**src/rtl/wb_data_resize_multi.sv**
```systemverilog
// Wishbone B3 width converter: splits each wide master access into big-endian narrow slave beats.
// Optional slave watchdog enabled by defining WB_DATA_RESIZE_MULTI_TIMEOUT_EN.
module wb_data_resize_multi #(
    parameter int unsigned AW      = 32,
    parameter int unsigned MDW     = 32,
    parameter int unsigned SDW     = 8,
    parameter int unsigned TIMEOUT = 16
) (
    input  logic               wb_clk_i,
    input  logic               wb_rst_i,
    input  logic [AW-1:0]      wbm_adr_i,
    input  logic [MDW-1:0]     wbm_dat_i,
    input  logic [MDW/8-1:0]   wbm_sel_i,
    input  logic               wbm_we_i,
    input  logic               wbm_cyc_i,
    input  logic               wbm_stb_i,
    input  logic [2:0]         wbm_cti_i,
    input  logic [1:0]         wbm_bte_i,
    output logic [MDW-1:0]     wbm_dat_o,
    output logic               wbm_ack_o,
    output logic               wbm_err_o,
    output logic               wbm_rty_o,
    output logic [AW-1:0]      wbs_adr_o,
    output logic [SDW-1:0]     wbs_dat_o,
    output logic [SDW/8-1:0]   wbs_sel_o,
    output logic               wbs_we_o,
    output logic               wbs_cyc_o,
    output logic               wbs_stb_o,
    output logic [2:0]         wbs_cti_o,
    output logic [1:0]         wbs_bte_o,
    input  logic [SDW-1:0]     wbs_dat_i,
    input  logic               wbs_ack_i,
    input  logic               wbs_err_i,
    input  logic               wbs_rty_i
);

    localparam int unsigned N   = MDW / SDW;
    localparam int unsigned SS  = SDW / 8;
    localparam int unsigned MSW = MDW / 8;
    localparam int unsigned KW  = (N > 1) ? $clog2(N) : 1;
    localparam int unsigned SB  = $clog2(SS);

    typedef enum logic [1:0] {S_IDLE, S_BEAT, S_DONE} state_t;

    state_t           r_state;
    logic [AW-1:0]    r_adr;
    logic [MDW-1:0]   r_dat;
    logic [MSW-1:0]   r_sel;
    logic             r_we;
    logic [KW-1:0]    r_k;
    logic             r_null;
    logic [KW:0]      w_first;
    logic [KW:0]      w_next;
    logic             w_unused_ok;

`ifdef WB_DATA_RESIZE_MULTI_TIMEOUT_EN
    localparam int unsigned TW = (TIMEOUT > 1) ? $clog2(TIMEOUT + 1) : 1;
    logic [TW-1:0]    r_tmo;
`endif

    // Lane k of the master bus, k=0 being the most significant lane group.
    function automatic logic [SS-1:0] f_sel(input logic [MSW-1:0] sel, input int unsigned k);
        return SS'(sel >> ((N - 1 - k) * SS));
    endfunction

    function automatic logic [SDW-1:0] f_dat(input logic [MDW-1:0] dat, input int unsigned k);
        return SDW'(dat >> ((N - 1 - k) * SDW));
    endfunction

    function automatic logic [AW-1:0] f_adr(input logic [AW-1:0] adr, input int unsigned k);
        return (adr & ~AW'(MSW - 1)) | (AW'(k) << SB);
    endfunction

    // First lane at or after 'from' with any byte select set; MSB flags a hit.
    function automatic logic [KW:0] f_next(input logic [MSW-1:0] sel, input int unsigned from);
        logic [KW:0]  res;
        int unsigned  idx;
        res = '0;
        for (int unsigned i = 0; i < N; i++) begin
            idx = N - 1 - i;
            if (idx >= from && |f_sel(sel, idx)) begin
                res = {1'b1, KW'(idx)};
            end
        end
        return res;
    endfunction

    assign w_first     = f_next(wbm_sel_i, 32'd0);
    assign w_next      = f_next(r_sel, 32'(r_k) + 32'd1);
    assign wbs_cti_o   = 3'b000;
    assign wbs_bte_o   = 2'b00;
    assign w_unused_ok = ^{wbm_cti_i, wbm_bte_i, 32'(TIMEOUT)};

    always_ff @(posedge wb_clk_i or posedge wb_rst_i) begin
        if (wb_rst_i) begin
            r_state   <= S_IDLE;
            r_adr     <= '0;
            r_dat     <= '0;
            r_sel     <= '0;
            r_we      <= 1'b0;
            r_k       <= '0;
            r_null    <= 1'b0;
            wbm_dat_o <= '0;
            wbm_ack_o <= 1'b0;
            wbm_err_o <= 1'b0;
            wbm_rty_o <= 1'b0;
            wbs_adr_o <= '0;
            wbs_dat_o <= '0;
            wbs_sel_o <= '0;
            wbs_we_o  <= 1'b0;
            wbs_cyc_o <= 1'b0;
            wbs_stb_o <= 1'b0;
`ifdef WB_DATA_RESIZE_MULTI_TIMEOUT_EN
            r_tmo     <= '0;
`endif
        end else begin
            wbm_ack_o <= 1'b0;
            wbm_err_o <= 1'b0;
            wbm_rty_o <= 1'b0;
            case (r_state)
                S_IDLE: begin
                    // A termination pulse is still visible to the master this cycle, so its stb is stale.
                    if (wbm_cyc_i && wbm_stb_i && !(wbm_ack_o || wbm_err_o || wbm_rty_o)) begin
                        r_adr     <= wbm_adr_i;
                        r_dat     <= wbm_dat_i;
                        r_sel     <= wbm_sel_i;
                        r_we      <= wbm_we_i;
                        wbm_dat_o <= '0;
                        if (w_first[KW]) begin
                            r_k       <= w_first[KW-1:0];
                            r_null    <= 1'b0;
                            wbs_adr_o <= f_adr(wbm_adr_i, 32'(w_first[KW-1:0]));
                            wbs_dat_o <= f_dat(wbm_dat_i, 32'(w_first[KW-1:0]));
                            wbs_sel_o <= f_sel(wbm_sel_i, 32'(w_first[KW-1:0]));
                            wbs_we_o  <= wbm_we_i;
                            wbs_cyc_o <= 1'b1;
                            wbs_stb_o <= 1'b1;
`ifdef WB_DATA_RESIZE_MULTI_TIMEOUT_EN
                            r_tmo     <= '0;
`endif
                            r_state   <= S_BEAT;
                        end else begin
                            r_null    <= 1'b1;
                            r_state   <= S_DONE;
                        end
                    end
                end
                S_BEAT: begin
                    if (!wbm_cyc_i) begin
                        wbs_cyc_o <= 1'b0;
                        wbs_stb_o <= 1'b0;
                        r_state   <= S_IDLE;
                    end else if (!wbs_stb_o) begin
                        // Idle gap after an ack: issue the already-selected next lane.
                        wbs_adr_o <= f_adr(r_adr, 32'(r_k));
                        wbs_dat_o <= f_dat(r_dat, 32'(r_k));
                        wbs_sel_o <= f_sel(r_sel, 32'(r_k));
                        wbs_we_o  <= r_we;
                        wbs_cyc_o <= 1'b1;
                        wbs_stb_o <= 1'b1;
`ifdef WB_DATA_RESIZE_MULTI_TIMEOUT_EN
                        r_tmo     <= '0;
`endif
                    end else if (wbs_err_i) begin
                        wbs_cyc_o <= 1'b0;
                        wbs_stb_o <= 1'b0;
                        wbm_err_o <= 1'b1;
                        r_state   <= S_IDLE;
                    end else if (wbs_rty_i) begin
                        wbs_cyc_o <= 1'b0;
                        wbs_stb_o <= 1'b0;
                        wbm_rty_o <= 1'b1;
                        r_state   <= S_IDLE;
                    end else if (wbs_ack_i) begin
                        if (!r_we) begin
                            wbm_dat_o <= wbm_dat_o | (MDW'(wbs_dat_i) << ((N - 1 - 32'(r_k)) * SDW));
                        end
                        wbs_cyc_o <= 1'b0;
                        wbs_stb_o <= 1'b0;
                        if (w_next[KW]) begin
                            r_k       <= w_next[KW-1:0];
                        end else begin
                            wbm_ack_o <= 1'b1;
                            r_state   <= S_DONE;
                        end
`ifdef WB_DATA_RESIZE_MULTI_TIMEOUT_EN
                    end else if (r_tmo == TW'(TIMEOUT - 1)) begin
                        wbs_cyc_o <= 1'b0;
                        wbs_stb_o <= 1'b0;
                        wbm_err_o <= 1'b1;
                        r_state   <= S_IDLE;
                    end else begin
                        r_tmo     <= r_tmo + TW'(1);
`endif
                    end
                end
                S_DONE: begin
                    // Slave-backed accesses raised ack on entry; the empty-select access raises it here.
                    wbm_ack_o <= r_null && wbm_cyc_i;
                    r_state   <= S_IDLE;
                end
                default: begin
                    r_state   <= S_IDLE;
                end
            endcase
        end
    end

endmodule

```
**config.mk**
```make
export PLATFORM = sky130hd
export DESIGN_NAME = wb_data_resize_multi
export DESIGN_NICKNAME = d
export VERILOG_FILES = /design/src/rtl/wb_data_resize_multi.sv
export SDC_FILE = /design/constraint.sdc
export NUM_CORES = 1
export LEC_CHECK = 0
export ABC_AREA = 1
export BUFFER_PORTS_ARGS = -buffer_cell sky130_fd_sc_hd__buf_2
export CAP_MARGIN = 20
export CORE_MARGIN = 2
export CORE_UTILIZATION = 55
export DETAILED_ROUTE_END_ITERATION = 10
export PLACE_DENSITY = 0.81
export SYNTH_ARGS = -nofsm -noshare
export SYNTH_HDL_FRONTEND = slang
export SYNTH_SLANG_ARGS = --single-unit
```
**constraint.sdc**
```tcl
create_clock -name wb_clk_i -period 7.2 [get_ports wb_clk_i]
set_input_delay 1.44 -clock wb_clk_i [delete_from_list [all_inputs] [get_ports wb_clk_i]]
set_output_delay 1.44 -clock wb_clk_i [all_outputs]
set_load 0.02 [all_outputs]
```
==> impl_metrics.xml, run 1 <==
<?xml version="1.0" encoding="UTF-8"?>
<metrics>
  <group name="drt">
    <metric name="num_vias" unit="">6765</metric>
    <metric name="viasPerCell" unit="">5.16</metric>
    <metric name="final_antenna_net_count" unit="">0</metric>
    <metric name="postRouteWirelength" unit="um">18500</metric>
    <metric name="remaining_drc_errors" unit="">0</metric>
    <metric name="avgRoutedWirePerCell" unit="um">14.1</metric>
    <metric name="detailedRoute.firstIterationViolations" unit="">586</metric>
    <metric name="drt_pass1_iterations" unit="">5</metric>
  </group>
  <group name="timing">
    <metric name="slew_viol_final" unit="">0</metric>
    <metric name="final-setup-viol-count" unit="">0</metric>
    <metric name="final.min_clock_period" unit="ps">2980</metric>
    <metric name="hold_violations" unit="">0</metric>
    <metric name="skew" unit="ps">8.50</metric>
    <metric name="clock.fmax" unit="GHz">0.336</metric>
    <metric name="timing.final.crit_share" unit="%">41.3</metric>
    <metric name="finalSetupTns" unit="ps">0</metric>
    <metric name="worst_slew_pin_slew" unit="ps">927</metric>
    <metric name="normalized_max_slew_margin" unit="%">38.2</metric>
    <metric name="grt_setup_unrepaired" unit="">false</metric>
  </group>
  <group name="floorplanning">
    <metric name="die_y" unit="um">122</metric>
    <metric name="die_width" unit="um">122</metric>
    <metric name="ios" unit="">173</metric>
    <metric name="floorplan.core_area" unit="mm2">0.0138</metric>
    <metric name="design.die.area" unit="mm2">0.0150</metric>
    <metric name="start_util" unit="%">56.1</metric>
    <metric name="std_cell_rows" unit="">43</metric>
  </group>
  <group name="synthesis">
    <metric name="synth.yosys.seq_area_share" unit="%">48.9</metric>
    <metric name="netlist-cell-type-count" unit="">33</metric>
    <metric name="synth_largest_area_cell" unit="">sky130_fd_sc_hd__dfrtp_1</metric>
    <metric name="avgSynthCellArea" unit="um2">7.80</metric>
    <metric name="yosys-top-cells-area" unit="">sky130_fd_sc_hd__dfrtp_1, sky130_fd_sc_hd__nand2_1, sky130_fd_sc_hd__o21ai_0</metric>
    <metric name="syn_warnings" unit="">0</metric>
    <metric name="synth_top_area_share" unit="%">48.9</metric>
    <metric name="synthCells" unit="">990</metric>
    <metric name="flip_flop_and_latch_count_after_synthesis" unit="">151</metric>
    <metric name="syn_area" unit="mm2">0.00772</metric>
  </group>
  <group name="setup_path">
    <metric name="path_depth" unit="">8</metric>
    <metric name="critical_path_source" unit="">wbm_sel_i[3]</metric>
    <metric name="crit_top_cell" unit="">sky130_fd_sc_hd__nand2_1</metric>
    <metric name="timing.critical_path.to_type" unit="">register</metric>
    <metric name="worstSetupPathType" unit="">input pin to register</metric>
    <metric name="cp_max_fanout" unit="">18</metric>
    <metric name="largest_incremental_delay_on_the_critical_path" unit="ps">740</metric>
    <metric name="worstRegToRegCells" unit="">9</metric>
    <metric name="cp.arrival" unit="ps">3270</metric>
    <metric name="reg2reg_from" unit="">r_state[1]</metric>
    <metric name="critPathBufInv" unit="">2</metric>
    <metric name="cp_cell_sequence" unit="">buf_2 &gt; clkinv_1 &gt; nand2_1 &gt; nand2_1 &gt; nand3_1 &gt; nand3_1 &gt; nand2_1 &gt; nand2_1</metric>
    <metric name="timing.critical_path.to" unit="">wbs_dat_o[3]</metric>
    <metric name="worstSetupStartpointType" unit="">input pin</metric>
    <metric name="worst_ep_required_time" unit="ps">7500</metric>
    <metric name="ff_to_ff_setup_slack" unit="ps">4400</metric>
    <metric name="path_delay_family" unit="">simple AND/OR/NAND/NOR gates</metric>
    <metric name="cpMaxStageDelayCell" unit="">sky130_fd_sc_hd__nand2_1</metric>
    <metric name="timing.rr.end" unit="">wbm_dat_o[11]</metric>
  </group>
  <group name="power">
    <metric name="power.net_switching" unit="mW">1.91</metric>
    <metric name="p_int" unit="mW">2.53</metric>
    <metric name="static-leakage-power" unit="nW">4.91</metric>
    <metric name="sequential_cell_fraction_of_total_power" unit="%">33.1</metric>
    <metric name="share_of_total_power_in_the_clock_network" unit="%">22.5</metric>
    <metric name="max-vdd-ir-drop" unit="mV">0.304</metric>
    <metric name="sw_frac_of_total" unit="%">43.1</metric>
    <metric name="pwr_per_cell_area" unit="mW/mm2">486</metric>
    <metric name="pwr-share-comb" unit="%">44.4</metric>
  </group>
  <group name="cts">
    <metric name="clock_tree.root_cell" unit="">sky130_fd_sc_hd__clkbuf_16</metric>
    <metric name="hold_buffers" unit="">0</metric>
    <metric name="tritoncts_num_sinks" unit="">151</metric>
    <metric name="worst_skew_pair.late_latency" unit="ps">420</metric>
    <metric name="cts_repair_resize_count" unit="">0</metric>
    <metric name="tritoncts" unit="">built</metric>
    <metric name="cts_bufs_inserted" unit="">17</metric>
    <metric name="clk_transition_reported_paths" unit="ps">60</metric>
    <metric name="ctsLongestPathBuffers" unit="">2</metric>
    <metric name="htreeDepth" unit="">4</metric>
    <metric name="cts.repair_timing.setup_buffer_count" unit="">0</metric>
  </group>
  <group name="job">
    <metric name="cap_viol_max_count" unit="">0</metric>
  </group>
  <group name="layout">
    <metric name="utilization" unit="%">66.5</metric>
    <metric name="final_cell_count_no_fill" unit="">1312</metric>
    <metric name="num-fill-cells" unit="">1150</metric>
    <metric name="layout.cells.most_common" unit="">sky130_fd_sc_hd__nand2_1</metric>
    <metric name="drive_gt1_share" unit="%">24.2</metric>
    <metric name="antenna-diode-count" unit="">0</metric>
    <metric name="final_net_count" unit="">1211</metric>
    <metric name="most_used_cells_in_the_layout_excluding_fill_and_tap_cells" unit="">sky130_fd_sc_hd__nand2_1, sky130_fd_sc_hd__buf_2, sky130_fd_sc_hd__dfrtp_1</metric>
    <metric name="synthesis_to_layout_area_growth" unit="%">18.6</metric>
  </group>
  <group name="placement">
    <metric name="place_hpwl" unit="um">11700</metric>
    <metric name="count_of_buffers_from_port_buffering" unit="">160</metric>
    <metric name="globalplace.congestion" unit="">0.801</metric>
    <metric name="placed_cells" unit="">1278</metric>
  </group>
  <group name="global_routing">
    <metric name="gr-usage-all-layers" unit="%">25.7</metric>
    <metric name="grt_overflow" unit="">0</metric>
    <metric name="via_count_of_the_first_global_routing_pass" unit="">6144</metric>
    <metric name="grt_start_max_net_pins" unit="">136</metric>
    <metric name="wire_length_of_the_first_global_routing_pass" unit="um">30300</metric>
    <metric name="antenna_found_initial" unit="">0</metric>
  </group>
  <group name="outcome">
    <metric name="run_status" unit="">completed</metric>
  </group>
  <group name="worst_hold_path">
    <metric name="hold_path.class" unit="">register to register</metric>
    <metric name="worstHoldStart" unit="">wbs_dat_o[1]</metric>
  </group>
</metrics>
## cell families after synthesis
| logic type | count (synthesis) | share of synthesized area (%) |
|---|---|---|
| compound gates | 193 | 15.0 |
| fa+ha+maj | 3 | 0.486 |
| buf+inv | 170 | 10.1 |
| flops | 151 | 48.9 |
| mux | 1 | 0.146 |
| other cells | 1 | 0.0486 |
| simple gates | 471 | 25.3 |
## registers in the layout (all words and copies together), names as in the netlist, 2 cells and up
name / count
r_dat: 32
wbm_dat_o: 32
wbs_adr_o: 32
r_adr: 30
wbs_dat_o: 8
r_sel: 4
r_k: 2
r_state: 2
## per-stage QoR
step / setup slack [ps] / hold WS, ps / power, mW / instance area [um2]
after floorplan: 1700 / 448 / 2.99 / 7740
after global placement: 3820 / 460 / 3.37 / 8450
after detailed placement: 3780 / 463 / 3.44 / 8450
after CTS: 4200 / 478 / 4.45 / 9110
after global routing: 4080 / 491 / 4.79 / 9160
final: 4220 / 473 / 4.45 / 9160
## cells in the mapped netlist, drive strengths merged
cell / number
o211ai: 1
mux2: 1
nand2: 353
a21boi: 2
a21oi: 10
ha: 3
inv: 105
nor3: 3
nor2: 32
o21bai: 1
nand3: 74
o21ai: 171
clkinv: 2
buf: 41
conb: 1
dfrtp: 151
nor4: 1
a31oi: 8
clkbuf: 22
or2: 8
## metal layers
metal / track usage (%) / part of all wire [%] / wire (um) / vias up
met5: 0 / 0 / 0 / -
met1: 35.1 / 44 / 8150 / 3116
met2: 39.6 / 47 / 8650 / 233
li1: - / - / - / 3368
met3: 5.48 / 6.1 / 1130 / 48
met4: 11.7 / 3.2 / 591 / 0
## cell type report
cell class | instances | area [um2] | share of cell area [%]
flip-flops and latches | 151 | 3780 | 41.3
inverters | 107 | 407 | 4.44
multi-input cells | 673 | 3190 | 34.8
clock buffers | 19 | 433 | 4.73
well taps | 180 | 225 | 2.46
clock inverters | 13 | 226 | 2.47
repair buffers | 169 | 901 | 9.84
## power groups by stage
stage               combinational [mW]  sequential, mW  clock [mW]
finish                            1.97            1.47        1.00
global route                      2.23            1.52        1.05
CTS                               1.97            1.47        1.01
detailed placement                1.96            1.48           0
global placement                  1.91            1.46           0
floorplan                         1.31            1.68           0
## worst min path at each step
stage	end	cells past startpoint	slack (ps)
global placement	wbs_dat_o[3]	2	460
finish	wbs_dat_o[1]	2	470
floorplan	r_adr[16]	2	450
detailed placement	wbs_adr_o[17]	2	460
global route	wbs_adr_o[0]	2	490
CTS	wbs_adr_o[17]	2	480
## tightest hold or removal path, cell delays in order (launching register included)
cell	delay [ps]
sky130_fd_sc_hd__dfrtp_1	330
sky130_fd_sc_hd__nand2_1	50
sky130_fd_sc_hd__nand2_1	60
Power figures use the tool's default switching activity.
==> inputs of run 2 (changes only) <==
--- a/config.mk
+++ b/config.mk
@@ -9,9 +9,9 @@
 export BUFFER_PORTS_ARGS = -buffer_cell sky130_fd_sc_hd__buf_2
 export CAP_MARGIN = 20
 export CORE_MARGIN = 2
-export CORE_UTILIZATION = 55
+export CORE_UTILIZATION = 49
 export DETAILED_ROUTE_END_ITERATION = 10
-export PLACE_DENSITY = 0.81
+export PLACE_DENSITY = 0.76
 export SYNTH_ARGS = -nofsm -noshare
 export SYNTH_HDL_FRONTEND = slang
 export SYNTH_SLANG_ARGS = --single-unit
==> constraint.sdc (replaced) <==
create_clock -name wb_clk_i -period 2.7 [get_ports wb_clk_i]
set_input_delay 0.54 -clock wb_clk_i [delete_from_list [all_inputs] [get_ports wb_clk_i]]
set_output_delay 0.54 -clock wb_clk_i [all_outputs]
set_load 0.02 [all_outputs]
==> run 2 against run 1 <==
Clock power increased by 130%; worst setup slack got worse by 3800 ps; largest cell class unchanged; register-to-register slack worse by 3900 ps; non-clock buffer count is 6 higher; global-route usage down 3.1 points; first-iteration DRC count down 24%; clock skew decreased by 1.6 ps.
==> impl_metrics.xml, run 2 (synthesis gave the netlist of run 1 again) <==
<?xml version="1.0" encoding="UTF-8"?>
<metrics>
  <group name="power">
    <metric name="max-vdd-ir-drop" unit="mV">0.628</metric>
    <metric name="sw_frac_of_total" unit="%">44.1</metric>
    <metric name="static-leakage-power" unit="nW">4.90</metric>
    <metric name="share_of_total_power_in_the_clock_network" unit="%">19.8</metric>
    <metric name="p_int" unit="mW">6.42</metric>
    <metric name="sequential_cell_fraction_of_total_power" unit="%">34.2</metric>
    <metric name="pwr-share-comb" unit="%">45.9</metric>
    <metric name="power.net_switching" unit="mW">5.06</metric>
    <metric name="pwr_per_cell_area" unit="mW/mm2">1250</metric>
  </group>
  <group name="setup_path">
    <metric name="worst_ep_required_time" unit="ps">3040</metric>
    <metric name="largest_incremental_delay_on_the_critical_path" unit="ps">600</metric>
    <metric name="crit_top_cell" unit="">sky130_fd_sc_hd__nand2_1</metric>
    <metric name="worstSetupStartpointType" unit="">register</metric>
    <metric name="timing.critical_path.to_type" unit="">register</metric>
    <metric name="cpMaxStageDelayCell" unit="">sky130_fd_sc_hd__nand2_4</metric>
    <metric name="cp_max_fanout" unit="">64</metric>
    <metric name="cp.arrival" unit="ps">2580</metric>
    <metric name="worstSetupPathType" unit="">register to register</metric>
    <metric name="cp_cell_sequence" unit="">inv_1 &gt; ha_1 &gt; buf_4 &gt; nand2_1 &gt; nand2_4 &gt; nand2_1 &gt; o21ai_2</metric>
  </group>
  <group name="drt">
    <metric name="num_vias" unit="">6636</metric>
    <metric name="drt_pass1_iterations" unit="">5</metric>
    <metric name="remaining_drc_errors" unit="">0</metric>
    <metric name="avgRoutedWirePerCell" unit="um">13.5</metric>
    <metric name="viasPerCell" unit="">4.92</metric>
    <metric name="postRouteWirelength" unit="um">18300</metric>
    <metric name="detailedRoute.firstIterationViolations" unit="">443</metric>
    <metric name="final_antenna_net_count" unit="">0</metric>
  </group>
  <group name="timing">
    <metric name="grt_setup_unrepaired" unit="">false</metric>
    <metric name="final.min_clock_period" unit="ps">2240</metric>
    <metric name="hold_violations" unit="">0</metric>
    <metric name="finalSetupTns" unit="ps">0</metric>
    <metric name="worst_slew_pin_slew" unit="ps">818</metric>
    <metric name="normalized_max_slew_margin" unit="%">45.5</metric>
    <metric name="timing.final.crit_share" unit="%">82.9</metric>
    <metric name="slew_viol_final" unit="">0</metric>
    <metric name="clock.fmax" unit="GHz">0.447</metric>
    <metric name="final-setup-viol-count" unit="">0</metric>
    <metric name="timing.hold.ws" unit="ps">242</metric>
    <metric name="skew" unit="ps">6.93</metric>
  </group>
  <group name="placement">
    <metric name="placed_cells" unit="">1317</metric>
    <metric name="globalplace.congestion" unit="">0.831</metric>
    <metric name="place_hpwl" unit="um">12100</metric>
    <metric name="count_of_buffers_from_port_buffering" unit="">160</metric>
  </group>
  <group name="cts">
    <metric name="worst_skew_pair.late_latency" unit="ps">430</metric>
    <metric name="cts_repair_resize_count" unit="">0</metric>
    <metric name="clk_transition_reported_paths" unit="ps">60</metric>
    <metric name="clock_tree.root_cell" unit="">sky130_fd_sc_hd__clkbuf_16</metric>
    <metric name="cts.repair_timing.setup_buffer_count" unit="">0</metric>
    <metric name="ctsLongestPathBuffers" unit="">2</metric>
    <metric name="tritoncts" unit="">built</metric>
    <metric name="hold_buffers" unit="">0</metric>
    <metric name="cts_bufs_inserted" unit="">17</metric>
    <metric name="htreeDepth" unit="">4</metric>
    <metric name="tritoncts_num_sinks" unit="">151</metric>
  </group>
  <group name="floorplanning">
    <metric name="ios" unit="">173</metric>
    <metric name="die_width" unit="um">130</metric>
    <metric name="std_cell_rows" unit="">45</metric>
    <metric name="floorplan.core_area" unit="mm2">0.0153</metric>
    <metric name="design.die.area" unit="mm2">0.0168</metric>
    <metric name="start_util" unit="%">50.4</metric>
    <metric name="die_y" unit="um">130</metric>
  </group>
  <group name="layout">
    <metric name="utilization" unit="%">59.9</metric>
    <metric name="final_cell_count_no_fill" unit="">1349</metric>
    <metric name="drive_gt1_share" unit="%">24.8</metric>
    <metric name="biggest_registers_after_layout" unit="">r_dat: 32 flops, wbm_dat_o: 32 flops, wbs_adr_o: 32 flops</metric>
    <metric name="antenna-diode-count" unit="">0</metric>
    <metric name="synthesis_to_layout_area_growth" unit="%">18.7</metric>
    <metric name="most_used_cells_in_the_layout_excluding_fill_and_tap_cells" unit="">sky130_fd_sc_hd__nand2_1, sky130_fd_sc_hd__buf_2, sky130_fd_sc_hd__dfrtp_1</metric>
    <metric name="final_net_count" unit="">1217</metric>
    <metric name="layout.cells.most_common" unit="">sky130_fd_sc_hd__nand2_1</metric>
  </group>
  <group name="global_routing">
    <metric name="antenna_found_initial" unit="">0</metric>
    <metric name="wire_length_of_the_first_global_routing_pass" unit="um">29800</metric>
    <metric name="grt_overflow" unit="">0</metric>
    <metric name="gr-usage-all-layers" unit="%">22.6</metric>
    <metric name="via_count_of_the_first_global_routing_pass" unit="">6146</metric>
    <metric name="grt_start_max_net_pins" unit="">136</metric>
  </group>
  <group name="worst_hold_path">
    <metric name="hold_path.class" unit="">input pin to async pin</metric>
  </group>
  <group name="outcome">
    <metric name="run_status" unit="">completed</metric>
  </group>
  <group name="job">
    <metric name="cap_viol_max_count" unit="">0</metric>
  </group>
</metrics>
run 2: metrics by stage:
stage	setup slack [ps]	power, mW	area [um2]
after floorplan	257	7.98	7740
after global placement	525	9.12	8600
after detailed placement	475	9.27	8600
after CTS	439	11.6	9170
after global routing	247	12.4	9170
final	461	11.5	9170
run 2: metal layers:
layer / track usage [%] / part of all wire (%) / up-vias
li1: - / - / 3386
met1: 29.9 / 46 / 3051
met2: 36.0 / 47 / 172
met3: 5.53 / 5.7 / 27
met4: 9.23 / 2.0 / 0
met5: 0 / 0 / -
run 2: worst max-delay path: cells and delay by family, from the launching register on:
kind | cells | cell delay (ps)
and+or+nand+nor | 3 | 890
buffers and inverters | 2 | 430
DFF | 1 | 390
adders and majority gates | 1 | 300
AOI/OAI and AO/OA | 1 | 100
run 2: cell type report:
cell class / instances / area [um2]
inverter: 107 / 405
sequential: 151 / 3780
tap: 211 / 264
fill: 1432 / 6150
clock buffer: 20 / 467
timing repair buffer: 175 / 963
clock inverter: 12 / 103
multi-input combinational: 673 / 3190
run 2: final timing paths:
| check | depth (start not counted) | start | slack (ps) | endpoint |
|---|---|---|---|---|
| min in group wb_clk_i | 2 | wbs_err_i | 340 | wbm_rty_o |
| max | 7 | r_state[1] | 460 | wbm_dat_o[8] |
| max in group asynchronous | 3 | wb_rst_i | 1780 | r_dat[0] |
| max reg2reg | 7 | r_state[1] | 460 | wbm_dat_o[8] |
| min | 3 | wb_rst_i | 240 | r_adr[5] |
| min reg2reg | 2 | wbs_dat_o[5] | 480 | wbs_dat_o[5] |
run 2: power groups by stage:
stage               registers [mW]  logic [mW]  clock network, mW
global placement              3.91        5.20                  0
global route                  4.07        5.95               2.42
finish                        3.93        5.28               2.28
CTS                           3.93        5.34               2.32
floorplan                     4.49        3.49                  0
detailed placement            3.95        5.32                  0
==> inputs of run 3 (changes only) <==
--- a/config.mk
+++ b/config.mk
@@ -9,9 +9,9 @@
 export BUFFER_PORTS_ARGS = -buffer_cell sky130_fd_sc_hd__buf_2
 export CAP_MARGIN = 20
 export CORE_MARGIN = 2
-export CORE_UTILIZATION = 49
+export CORE_UTILIZATION = 55
 export DETAILED_ROUTE_END_ITERATION = 10
-export PLACE_DENSITY = 0.76
+export PLACE_DENSITY = 0.81
 export SYNTH_ARGS = -nofsm -noshare
 export SYNTH_HDL_FRONTEND = slang
 export SYNTH_SLANG_ARGS = --single-unit
==> constraint.sdc (replaced) <==
create_clock -name wb_clk_i -period 2.1 [get_ports wb_clk_i]
set_input_delay 0.42 -clock wb_clk_i [delete_from_list [all_inputs] [get_ports wb_clk_i]]
set_output_delay 0.42 -clock wb_clk_i [all_outputs]
set_load 0.02 [all_outputs]
==> run 3 against run 2 <==
Register-to-register slack worse by 230 ps; non-clock buffer count up 5; sequential cell count unchanged; clock power up 40%; global-route usage up 3.3 points; clock skew down 1.8 ps; hold slack worse by 140 ps; design area up 0.85%; core utilization up 7.3 points; worst setup slack worse by 230 ps; critical endpoint is now wbs_dat_o[7]; largest power group unchanged; highest routed layer unchanged.
==> impl_metrics.xml, run 3 (synthesis gave the netlist of run 1 again) <==
<?xml version="1.0" encoding="UTF-8"?>
<metrics>
  <group name="outcome">
    <metric name="run_status" unit="">completed</metric>
  </group>
  <group name="setup_path">
    <metric name="timing.rr.end" unit="">wbs_dat_o[7]</metric>
    <metric name="worstRegToRegCells" unit="">10</metric>
    <metric name="cpMaxStageDelayCell" unit="">sky130_fd_sc_hd__dfrtp_1</metric>
    <metric name="timing.critical_path.to" unit="">wbs_dat_o[7]</metric>
    <metric name="critPathBufInv" unit="">3</metric>
    <metric name="path_depth" unit="">10</metric>
    <metric name="reg2reg_from" unit="">r_state[1]</metric>
    <metric name="crit_top_cell" unit="">sky130_fd_sc_hd__nand2_1</metric>
    <metric name="cp.arrival" unit="ps">2180</metric>
    <metric name="worstSetupPathType" unit="">register to register</metric>
    <metric name="largest_incremental_delay_on_the_critical_path" unit="ps">390</metric>
    <metric name="critical_path_source" unit="">r_state[1]</metric>
    <metric name="worst_ep_required_time" unit="ps">2420</metric>
    <metric name="ff_to_ff_setup_slack" unit="ps">230</metric>
    <metric name="worstSetupStartpointType" unit="">register</metric>
    <metric name="path_delay_family" unit="">simple AND/OR/NAND/NOR gates</metric>
    <metric name="cp_max_fanout" unit="">48</metric>
    <metric name="cp_cell_sequence" unit="">inv_1 &gt; ha_1 &gt; nand3_1 &gt; nand2_1 &gt; inv_2 &gt; nand3_4 &gt; buf_12 &gt; nor2_1 &gt; nand2_1 &gt; nand2_1</metric>
    <metric name="timing.critical_path.to_type" unit="">register</metric>
  </group>
  <group name="floorplanning">
    <metric name="std_cell_rows" unit="">43</metric>
    <metric name="die_y" unit="um">122</metric>
    <metric name="die_width" unit="um">122</metric>
    <metric name="start_util" unit="%">56.1</metric>
    <metric name="design.die.area" unit="mm2">0.0150</metric>
    <metric name="ios" unit="">173</metric>
    <metric name="floorplan.core_area" unit="mm2">0.0138</metric>
  </group>
  <group name="layout">
    <metric name="num-fill-cells" unit="">1181</metric>
    <metric name="antenna-diode-count" unit="">0</metric>
    <metric name="biggest_registers_after_layout" unit="">r_dat: 32 flops, wbm_dat_o: 32 flops, wbs_adr_o: 32 flops</metric>
    <metric name="layout.cells.most_common" unit="">sky130_fd_sc_hd__nand2_1</metric>
    <metric name="most_used_cells_in_the_layout_excluding_fill_and_tap_cells" unit="">sky130_fd_sc_hd__nand2_1, sky130_fd_sc_hd__buf_2, sky130_fd_sc_hd__dfrtp_1</metric>
    <metric name="drive_gt1_share" unit="%">25.0</metric>
    <metric name="final_cell_area" unit="mm2">0.00924</metric>
    <metric name="final_net_count" unit="">1222</metric>
    <metric name="utilization" unit="%">67.1</metric>
    <metric name="synthesis_to_layout_area_growth" unit="%">19.7</metric>
  </group>
  <group name="cts">
    <metric name="cts.repair_timing.setup_buffer_count" unit="">0</metric>
    <metric name="htreeDepth" unit="">4</metric>
    <metric name="cts_repair_resize_count" unit="">0</metric>
    <metric name="clk_transition_reported_paths" unit="ps">60</metric>
    <metric name="clock_tree.root_cell" unit="">sky130_fd_sc_hd__clkbuf_16</metric>
    <metric name="ctsLongestPathBuffers" unit="">2</metric>
    <metric name="tritoncts" unit="">built</metric>
    <metric name="hold_buffers" unit="">0</metric>
    <metric name="worst_skew_pair.late_latency" unit="ps">430</metric>
    <metric name="tritoncts_num_sinks" unit="">151</metric>
    <metric name="cts_bufs_inserted" unit="">17</metric>
  </group>
  <group name="drt">
    <metric name="drt_pass1_iterations" unit="">5</metric>
    <metric name="viasPerCell" unit="">5.20</metric>
    <metric name="detailedRoute.firstIterationViolations" unit="">715</metric>
    <metric name="final_antenna_net_count" unit="">0</metric>
    <metric name="postRouteWirelength" unit="um">18700</metric>
    <metric name="num_vias" unit="">6869</metric>
    <metric name="remaining_drc_errors" unit="">0</metric>
    <metric name="avgRoutedWirePerCell" unit="um">14.1</metric>
  </group>
  <group name="timing">
    <metric name="hold_violations" unit="">0</metric>
    <metric name="grt_setup_unrepaired" unit="">false</metric>
    <metric name="final.min_clock_period" unit="ps">1870</metric>
    <metric name="final-setup-viol-count" unit="">0</metric>
    <metric name="timing.final.crit_share" unit="%">88.9</metric>
    <metric name="slew_viol_final" unit="">0</metric>
    <metric name="worst_slew_pin_slew" unit="ps">515</metric>
    <metric name="skew" unit="ps">5.14</metric>
    <metric name="timing.hold.ws" unit="ps">103</metric>
    <metric name="normalized_max_slew_margin" unit="%">65.7</metric>
    <metric name="clock.fmax" unit="GHz">0.535</metric>
  </group>
  <group name="global_routing">
    <metric name="wire_length_of_the_first_global_routing_pass" unit="um">30300</metric>
    <metric name="gr-usage-all-layers" unit="%">25.9</metric>
    <metric name="grt_overflow" unit="">0</metric>
    <metric name="antenna_found_initial" unit="">0</metric>
    <metric name="grt_start_max_net_pins" unit="">90</metric>
    <metric name="via_count_of_the_first_global_routing_pass" unit="">6228</metric>
  </group>
  <group name="placement">
    <metric name="globalplace.congestion" unit="">0.885</metric>
    <metric name="count_of_buffers_from_port_buffering" unit="">160</metric>
    <metric name="place_hpwl" unit="um">12300</metric>
    <metric name="postPlaceCellArea" unit="mm2">0.00863</metric>
  </group>
  <group name="worst_hold_path">
    <metric name="hold_path.class" unit="">input pin to async pin</metric>
  </group>
  <group name="power">
    <metric name="pwr_per_cell_area" unit="mW/mm2">1650</metric>
    <metric name="totalPowerFinal" unit="mW">15.2</metric>
    <metric name="static-leakage-power" unit="nW">4.95</metric>
    <metric name="max-vdd-ir-drop" unit="mV">0.850</metric>
  </group>
  <group name="job">
    <metric name="cap_viol_max_count" unit="">0</metric>
  </group>
</metrics>
==> run 3: changes by cell type in the layout (fill, tap and decap cells not counted), sizes merged <==
cell,previous run,this run
clkinvlp,5,6
buf,175,180
bufinv,1,4
clkbuf,20,18
clkinv,9,6
==> run 3: power by group <==
| part | internal, mW | total, mW | switching, mW |
|---|---|---|---|
| sequential | 4.26 | 5.07 | 0.805 |
| clock | 1.97 | 3.19 | 1.21 |
| combinational | 2.37 | 6.98 | 4.61 |
==> run 3: how the worst min path moves through the flow <==
stage	from	end	slack [ps]	cells after the start
after floorplan	r_adr[16]	r_adr[16]	450	2
after detailed placement	wbs_dat_o[3]	wbs_dat_o[3]	460	2
after global routing	wb_rst_i	wbm_dat_o[15]	140	3
after global placement	wbs_adr_o[1]	wbs_adr_o[1]	460	2
final	wb_rst_i	wbm_dat_o[15]	100	3
after CTS	wb_rst_i	wbm_dat_o[30]	130	3
==> run 3: worst register-to-register path, cell delays in order (launching register included) <==
cell	delay (ps)
sky130_fd_sc_hd__dfrtp_1	390
sky130_fd_sc_hd__inv_1	120
sky130_fd_sc_hd__ha_1	370
sky130_fd_sc_hd__nand3_1	160
sky130_fd_sc_hd__nand2_1	120
sky130_fd_sc_hd__inv_2	50
sky130_fd_sc_hd__nand3_4	80
sky130_fd_sc_hd__buf_12	250
sky130_fd_sc_hd__nor2_1	90
sky130_fd_sc_hd__nand2_1	90
sky130_fd_sc_hd__nand2_1	50
==> run 3: per-layer routing <==
layer	track usage [%]	up-vias	wire length, um
met5	0	-	0
met2	41.0	283	8910
met1	34.9	3149	8020
met3	5.34	47	1300
li1	-	3390	-
met4	10.8	0	461
==> run 3: stage by stage <==
| step | instances | TNS [ps] | setup WS (ps) |
|---|---|---|---|
| after floorplan | 994 | -33670 | -223 |
| after global placement | 1291 | 0 | 368 |
| after detailed placement | 1291 | 0 | 322 |
| after CTS | 1322 | 0 | 248 |
| after global routing | 1322 | 0 | 105 |
| final | 1322 | 0 | 232 |
==> run 3: area by class of cell <==
class | count | area [um2] | area share, %
Sequential cell | 151 | 3780 | 40.9
Inverter | 107 | 405 | 4.39
Tap cell | 180 | 225 | 2.44
Timing Repair Buffer | 180 | 1040 | 11.2
Clock buffer | 18 | 429 | 4.64
Multi-Input combinational cell | 673 | 3190 | 34.5
Clock inverter | 13 | 181 | 1.96
